--- src/rtl/rx_fifo_ctrl_pkg.sv ---
// Shared types and default parameters for the receive FIFO drain sequencer.
package rx_fifo_ctrl_pkg;

  // Default parameterisation of rx_fifo_ctrl.
  localparam int DATA_W_DEF  = 8;
  localparam int LEN_W_DEF   = 7;
  localparam int MAX_LEN_DEF = 127;
  localparam int TIMEOUT_DEF = 16;

  // Sequencer states. The encodings are fixed so they stay stable across revisions.
  typedef enum logic [1:0] {
    IDLE   = 2'd0,
    SETUP  = 2'd1,
    ACCESS = 2'd2,
    PUSH   = 2'd3
  } state_t;

  // Frame parsing phase: waiting for a header byte, or inside a payload.
  typedef enum logic {
    HDR = 1'b0,
    PAY = 1'b1
  } phase_t;

endpackage

--- src/rtl/rx_fifo_ctrl.sv ---
// APB-master sequencer that drains fifo_rx one byte per transfer, parses the
// first byte of each frame as the PHR length and streams the payload to the MAC.
module rx_fifo_ctrl
  import rx_fifo_ctrl_pkg::*;
#(
  parameter int DATA_W  = DATA_W_DEF,
  parameter int LEN_W   = LEN_W_DEF,
  parameter int MAX_LEN = MAX_LEN_DEF,
  parameter int TIMEOUT = TIMEOUT_DEF
) (
  input  logic              clk,
  input  logic              reset,
  input  logic              en,
  input  logic              mem_state,
  output logic              psel,
  output logic              penable,
  output logic              pwrite,
  input  logic              pready,
  input  logic              pslverr,
  input  logic [DATA_W-1:0] prdata,
  output logic [DATA_W-1:0] byte_data,
  output logic              byte_valid,
  input  logic              byte_ready,
  output logic              frame_start,
  output logic              frame_done,
  output logic [LEN_W-1:0]  frame_len,
  output logic              err_slv,
  output logic              err_tout,
  output logic              err_len,
  output logic              busy
);

  localparam int              TW         = $clog2(TIMEOUT);
  localparam logic [TW-1:0]   TOUT_LAST  = TW'(TIMEOUT - 1);
  localparam logic [TW-1:0]   WAIT_ONE   = TW'(1);
  localparam logic [LEN_W:0]  MAX_LEN_C  = (LEN_W + 1)'(MAX_LEN);
  localparam logic [LEN_W-1:0] LEN_ONE   = LEN_W'(1);
  localparam logic [LEN_W-1:0] LEN_ZERO  = LEN_W'(0);

  // Architectural state
  state_t             state_r;
  phase_t             phase_r;
  logic [LEN_W-1:0]   rem_r;
  logic [TW-1:0]      wait_r;
  logic [LEN_W-1:0]   frame_len_r;
  logic [DATA_W-1:0]  byte_data_r;

  // Registered outputs
  logic               psel_r;
  logic               penable_r;
  logic               byte_valid_r;
  logic               busy_r;
  logic               frame_start_r;
  logic               err_slv_r;
  logic               err_tout_r;
  logic               err_len_r;

  // Next-state values
  state_t             state_nxt_s;
  phase_t             phase_nxt_s;
  logic [LEN_W-1:0]   rem_nxt_s;
  logic [TW-1:0]      wait_nxt_s;
  logic [LEN_W-1:0]   frame_len_nxt_s;
  logic [DATA_W-1:0]  byte_data_nxt_s;
  logic               start_s;
  logic               slv_s;
  logic               tout_s;
  logic               len_err_s;

  // Header decode: bit 7 of the header byte is not part of the length.
  logic [LEN_W-1:0]   hdr_len_s;
  logic               hdr_legal_s;

  assign hdr_len_s   = prdata[LEN_W-1:0];
  assign hdr_legal_s = (hdr_len_s != LEN_ZERO) && ({1'b0, hdr_len_s} <= MAX_LEN_C);

  // Next-state and event decode for the transfer sequencer and frame parser.
  always_comb begin
    state_nxt_s     = state_r;
    phase_nxt_s     = phase_r;
    rem_nxt_s       = rem_r;
    wait_nxt_s      = wait_r;
    frame_len_nxt_s = frame_len_r;
    byte_data_nxt_s = byte_data_r;
    start_s         = 1'b0;
    slv_s           = 1'b0;
    tout_s          = 1'b0;
    len_err_s       = 1'b0;

    case (state_r)
      IDLE: begin
        // mem_state is only looked at here, so every transfer is preceded by IDLE.
        if (en && mem_state) begin
          state_nxt_s = SETUP;
        end else begin
          state_nxt_s = IDLE;
        end
      end

      SETUP: begin
        state_nxt_s = ACCESS;
        wait_nxt_s  = {TW{1'b0}};
      end

      ACCESS: begin
        if (pready) begin
          wait_nxt_s = {TW{1'b0}};
          if (pslverr) begin
            slv_s       = 1'b1;
            phase_nxt_s = HDR;
            rem_nxt_s   = LEN_ZERO;
            state_nxt_s = IDLE;
          end else if (phase_r == HDR) begin
            state_nxt_s = IDLE;
            if (hdr_legal_s) begin
              start_s         = 1'b1;
              frame_len_nxt_s = hdr_len_s;
              rem_nxt_s       = hdr_len_s;
              phase_nxt_s     = PAY;
            end else begin
              len_err_s = 1'b1;
            end
          end else begin
            byte_data_nxt_s = prdata;
            state_nxt_s     = PUSH;
          end
        end else if (wait_r == TOUT_LAST) begin
          // The slave never answered: abandon the frame and resynchronise on a header.
          tout_s      = 1'b1;
          wait_nxt_s  = {TW{1'b0}};
          phase_nxt_s = HDR;
          rem_nxt_s   = LEN_ZERO;
          state_nxt_s = IDLE;
        end else begin
          wait_nxt_s = wait_r + WAIT_ONE;
        end
      end

      PUSH: begin
        // byte_valid is asserted throughout PUSH, so byte_ready alone marks the accept.
        if (byte_ready) begin
          state_nxt_s = IDLE;
          if (rem_r != LEN_ZERO) begin
            rem_nxt_s = rem_r - LEN_ONE;
          end else begin
            rem_nxt_s = LEN_ZERO;
          end
          if (rem_r <= LEN_ONE) begin
            phase_nxt_s = HDR;
          end else begin
            phase_nxt_s = PAY;
          end
        end else begin
          state_nxt_s = PUSH;
        end
      end

      default: begin
        state_nxt_s = IDLE;
      end
    endcase
  end

  // State and output registers; outputs are derived from next-state so they align with the state.
  always_ff @(posedge clk) begin
    if (reset) begin
      state_r       <= IDLE;
      phase_r       <= HDR;
      rem_r         <= LEN_ZERO;
      wait_r        <= {TW{1'b0}};
      frame_len_r   <= LEN_ZERO;
      byte_data_r   <= {DATA_W{1'b0}};
      psel_r        <= 1'b0;
      penable_r     <= 1'b0;
      byte_valid_r  <= 1'b0;
      busy_r        <= 1'b0;
      frame_start_r <= 1'b0;
      err_slv_r     <= 1'b0;
      err_tout_r    <= 1'b0;
      err_len_r     <= 1'b0;
    end else begin
      state_r       <= state_nxt_s;
      phase_r       <= phase_nxt_s;
      rem_r         <= rem_nxt_s;
      wait_r        <= wait_nxt_s;
      frame_len_r   <= frame_len_nxt_s;
      byte_data_r   <= byte_data_nxt_s;
      psel_r        <= (state_nxt_s == SETUP) || (state_nxt_s == ACCESS);
      penable_r     <= (state_nxt_s == ACCESS);
      byte_valid_r  <= (state_nxt_s == PUSH);
      busy_r        <= (state_nxt_s != IDLE) || (phase_nxt_s == PAY);
      frame_start_r <= start_s;
      err_slv_r     <= slv_s;
      err_tout_r    <= tout_s;
      err_len_r     <= len_err_s;
    end
  end

  assign psel        = psel_r;
  assign penable     = penable_r;
  assign pwrite      = 1'b0;
  assign byte_data   = byte_data_r;
  assign byte_valid  = byte_valid_r;
  assign frame_start = frame_start_r;
  assign frame_len   = frame_len_r;
  assign err_slv     = err_slv_r;
  assign err_tout    = err_tout_r;
  assign err_len     = err_len_r;
  assign busy        = busy_r;

  // frame_done must coincide with the accepting handshake, so it follows byte_ready directly.
  assign frame_done  = byte_valid_r & byte_ready & (rem_r == LEN_ONE);

endmodule

--- config.mk ---
export PLATFORM = sky130hd
export DESIGN_NAME = rx_fifo_ctrl
export DESIGN_NICKNAME = d
export VERILOG_FILES = /design/src/rtl/rx_fifo_ctrl_pkg.sv /design/src/rtl/rx_fifo_ctrl.sv
export SDC_FILE = /design/constraint.sdc
export NUM_CORES = 1
export LEC_CHECK = 0
export ABC_AREA = 0
export CAP_MARGIN = 25
export CORE_MARGIN = 1.5
export CORE_UTILIZATION = 45
export CTS_CLUSTER_DIAMETER = 120
export CTS_CLUSTER_SIZE = 20
export DETAILED_ROUTE_END_ITERATION = 8
export PLACE_DENSITY = 0.74
export SYNTH_ARGS = -nofsm -noshare
export SYNTH_HDL_FRONTEND = slang
export SYNTH_SLANG_ARGS = --single-unit
export TNS_END_PERCENT = 50
--- constraint.sdc ---
create_clock -name clk -period 1.9 [get_ports clk]
set_input_delay 0.285 -clock clk [delete_from_list [all_inputs] [get_ports clk]]
set_output_delay 0.285 -clock clk [all_outputs]
set_load 0.01 [all_outputs]
==> run_results.csv <==
group,metric,value,unit
run_status,status,"finished clean",
clocking,cts_tree,"built",
synthesis,synth-edff-count,0,
global_route,grt_start_max_net_pins,33,
critical_path,r2r_setup_slack,80,ps
detailed_routing,wl_per_cell,15.0,um
global_route,grt_pass1_wl,7400,um
critical_path,slowest_delay,440,ps
critical_path,start_kind,"flip-flop",
timing,hold_violations,0,
critical_path,crit_required,2060,ps
timing,clock-skew-final,2.67,ps
detailed_routing,drtAntennaViolNets,0,
critical_path,startpoint,"rem_r[0]",
synthesis,syn-num-nets,230,
final_layout,drive_gt1_frac,0.235,
worst_hold_path,hp-class,"flip-flop to flip-flop",
detailed_routing,num_vias,1787,
global_route,first_global_vias,1534,
synthesis,synth_area,1930,um^2
detailed_routing,routed_wl,4820,um
critical_path,end_kind,"flip-flop",
synthesis,synthTopCellsByArea,"dfxtp_1 38%, ha_1 5.8%, nand2_1 5.5%, a21oi_1 4.2%, mux2i_1 3.6%",
timing,finalMaxSlewViolations,0,
placed_design,port_buffers,38,
run,maxCapViolCount,0,
timing,setup_viol,0,
critical_path,cpMaxStageDelayCell,"or3b_4",
critical_path,cp_max_fo,6,
clocking,post_cts_buffers,0,
power_and_ir_drop,p_comb_frac,0.111,
final_layout,mostFrequentLayoutCell,"clkdlybuf4s50_1",
synthesis,synth_compound_gate_area_share,0.204,
critical_path,path_cells,"inv_1, ha_1, or3b_4, o21ai_2, o2111a_1, o32ai_2",
die,initial_utilization,0.475,
synthesis,ys_seq_elements,37,
synthesis,synth_top_family_by_area,"simple AND/OR/NAND/NOR gates",
detailed_routing,drt_iter0_drc,154,
power_and_ir_drop,p_int,1.27,mW
critical_path,cp.arrival,1980,ps
clocking,clk-insertion-delay-late,280,ps
synthesis,yosysWarnings,0,
die,die_x,68.5,um
clocking,cts_sinks,37,
power_and_ir_drop,p_total,1.65,mW
power_and_ir_drop,pwr-share-seq,0.480,
synthesis,synth_xor_xnor_area_share,0,
synthesis,synth_top_area_cell,"dfxtp_1",
clocking,htree_levels,2,
worst_hold_path,worstHoldStart,"byte_data[2]",
power_and_ir_drop,clockPowerShare,0.409,
clocking,cts_buffers,5,
final_layout,final_nets,295,
synthesis,yosysTopAreaCellShare,0.384,
power_and_ir_drop,p_switching,0.379,mW
synthesis,yosys.area_share.simple,0.260,
timing,fmax,551,MHz
placed_design,dp_hpwl,3530,um
timing,layout_min_cycle_time,1820,ps
critical_path,r2r.worst_path.cells,6,
final_layout,syn_to_final_growth,38.4,%
clocking,clockBufferDepth,2,
worst_hold_path,hold_path_depth,2,
critical_path,r2r-start,"rem_r[0]",
clocking,cts.clk_slew.worst_paths,70,ps
synthesis,synthAdderAreaFrac,0.0584,
power_and_ir_drop,p_sw_frac,0.230,
global_route,grt_usage,0.219,
power_and_ir_drop,leakage,1.01,nW
timing,whs,453,ps
global_route,overflow,0,
synthesis,yosysUniqueCellTypes,57,
synthesis,avgSynthCellArea,9.36,um^2
die,rows,23,
die,design.die.area,4690,um^2
final_layout,nFillCells,340,
detailed_routing,viasPerCell,5.55,
power_and_ir_drop,powerDensity,618,nW/um^2
timing,final.setup.tns,0,ps
detailed_routing,drc,0,
final_layout,num_antenna_cells,0,
clocking,cts_root_buf,"clkbuf_8",
synthesis,ys.flop_type,"dfxtp_1",
worst_hold_path,min_to,"byte_data[2]",
power_and_ir_drop,ir_drop,0.432,mV
die,ios,40,
final_layout,layout_common_cells,"37 x clkdlybuf4s50_1, 36 x dfxtp_1, 28 x nand2_1, 28 x buf_4, 16 x a21oi_1",
synthesis,synthArstFlopShare,0,
die,fp.coreArea,4060,um^2
placed_design,place_congestion,1.01,
critical_path,rr_endpoint,"rem_r[3]",
synthesis,postSynthCellCount,206,
timing,period_share,0.956,
detailed_routing,first_pass_iters,6,
synthesis,yosys-mux-area-fraction,0.0422,
die,die_h,68.5,um
global_route,antenna_found_initial,0,
synthesis,ys_seq_area_frac,0.384,
critical_path,crit_type,"flip-flop to flip-flop",
[cell families after synthesis]
kind of cell / Yosys count
muxes: 8
and+or+nand+nor: 85
buffers and inverters: 17
adders and majority gates: 9
AOI/OAI and AO/OA: 49
DFF: 37
other: 1
[area by class of cell]
type	instances	area, um^2	area share
Multi-Input combinational cell	152	1120	0.419
Timing Repair Buffer	67	606	0.227
Tap cell	50	62.6	0.0234
Clock buffer	6	72.6	0.0272
Clock inverter	2	38.8	0.0145
Inverter	8	30.0	0.0113
Sequential cell	37	742	0.278
[power groups by stage]
stage / combinational, mW / sequential, mW / clock (mW)
floorplan: 0.0838 / 0.810 / 0
global placement: 0.178 / 0.809 / 0
detailed placement: 0.179 / 0.809 / 0
CTS: 0.180 / 0.791 / 0.690
global route: 0.196 / 0.792 / 0.725
finish: 0.183 / 0.792 / 0.675
[synth_stat cells (2+ instances only)]
cell / instances
dfxtp_1: 37
nand2_1: 28
a21oi_1: 16
nor2_1: 15
ha_1: 9
inv_1: 8
mux2i_1: 7
nor3_1: 5
nand2b_1: 4
nand3_1: 4
nor2b_1: 4
a31oi_1: 3
buf_6: 3
clkbuf_1: 3
nand4b_1: 3
nor4_1: 3
o31ai_1: 3
a211oi_1: 2
a211oi_2: 2
a22oi_1: 2
a41o_2: 2
a41oi_1: 2
and3_1: 2
buf_4: 2
nor3_2: 2
o2111a_1: 2
o21ai_0: 2
o32ai_1: 2
[worst max-delay path: cells and delay by family (launching register included)]
kind / cells / cell delay, ps
buf+inv: 1 / 100
simple gates: 1 / 440
fa+ha+maj: 1 / 220
compound gates: 3 / 550
flops: 1 / 370
[sequential cells by signal, summed over array words and instances, names as in the netlist]
name / count
rem_r: 7
byte_valid: 1
wait_r: 4
penable: 1
phase_r: 1
psel: 1
state_r: 2
err_slv: 1
frame_len: 7
err_len: 1
err_tout: 1
busy: 1
frame_start: 1
byte_data: 8
[worst max path at each step]
stage               depth (start not counted)        to  slack, ps
floorplan                                   9      psel          6
detailed placement                          6      psel       -140
global placement                            6      psel       -110
CTS                                         7      psel         50
finish                                      6  rem_r[3]         80
global route                                6  rem_r[3]        -10
[layer usage]
layer / share of wire / vias to the layer above / global-route usage
met4: 0.020 / 0 / 0.100
met1: 0.47 / 844 / 0.316
met3: 0.055 / 9 / 0.0329
met5: 0 / - / 0
met2: 0.46 / 57 / 0.317
li1: - / 877 / -
[per-stage QoR]
step,instance area (um^2),setup WS [ps],instances,util
2_1_floorplan,1930,5.98,206,-
3_3_place_gp,2540,-111,314,0.626
3_5_place_dp,2540,-139,314,0.626
4_1_cts,2650,48.5,322,0.653
5_1_grt,2670,-9.54,322,0.658
6_report,2670,83.5,322,0.658
[timing repair]
item,in CTS,in global routing
pin swaps,0,1
gates resized for setup,1,7
setup endpoints to repair,1,7
hold buffers,0,0
endpoints found under the hold margin,0,0
No activity file was read; power rests on OpenSTA's default activity.
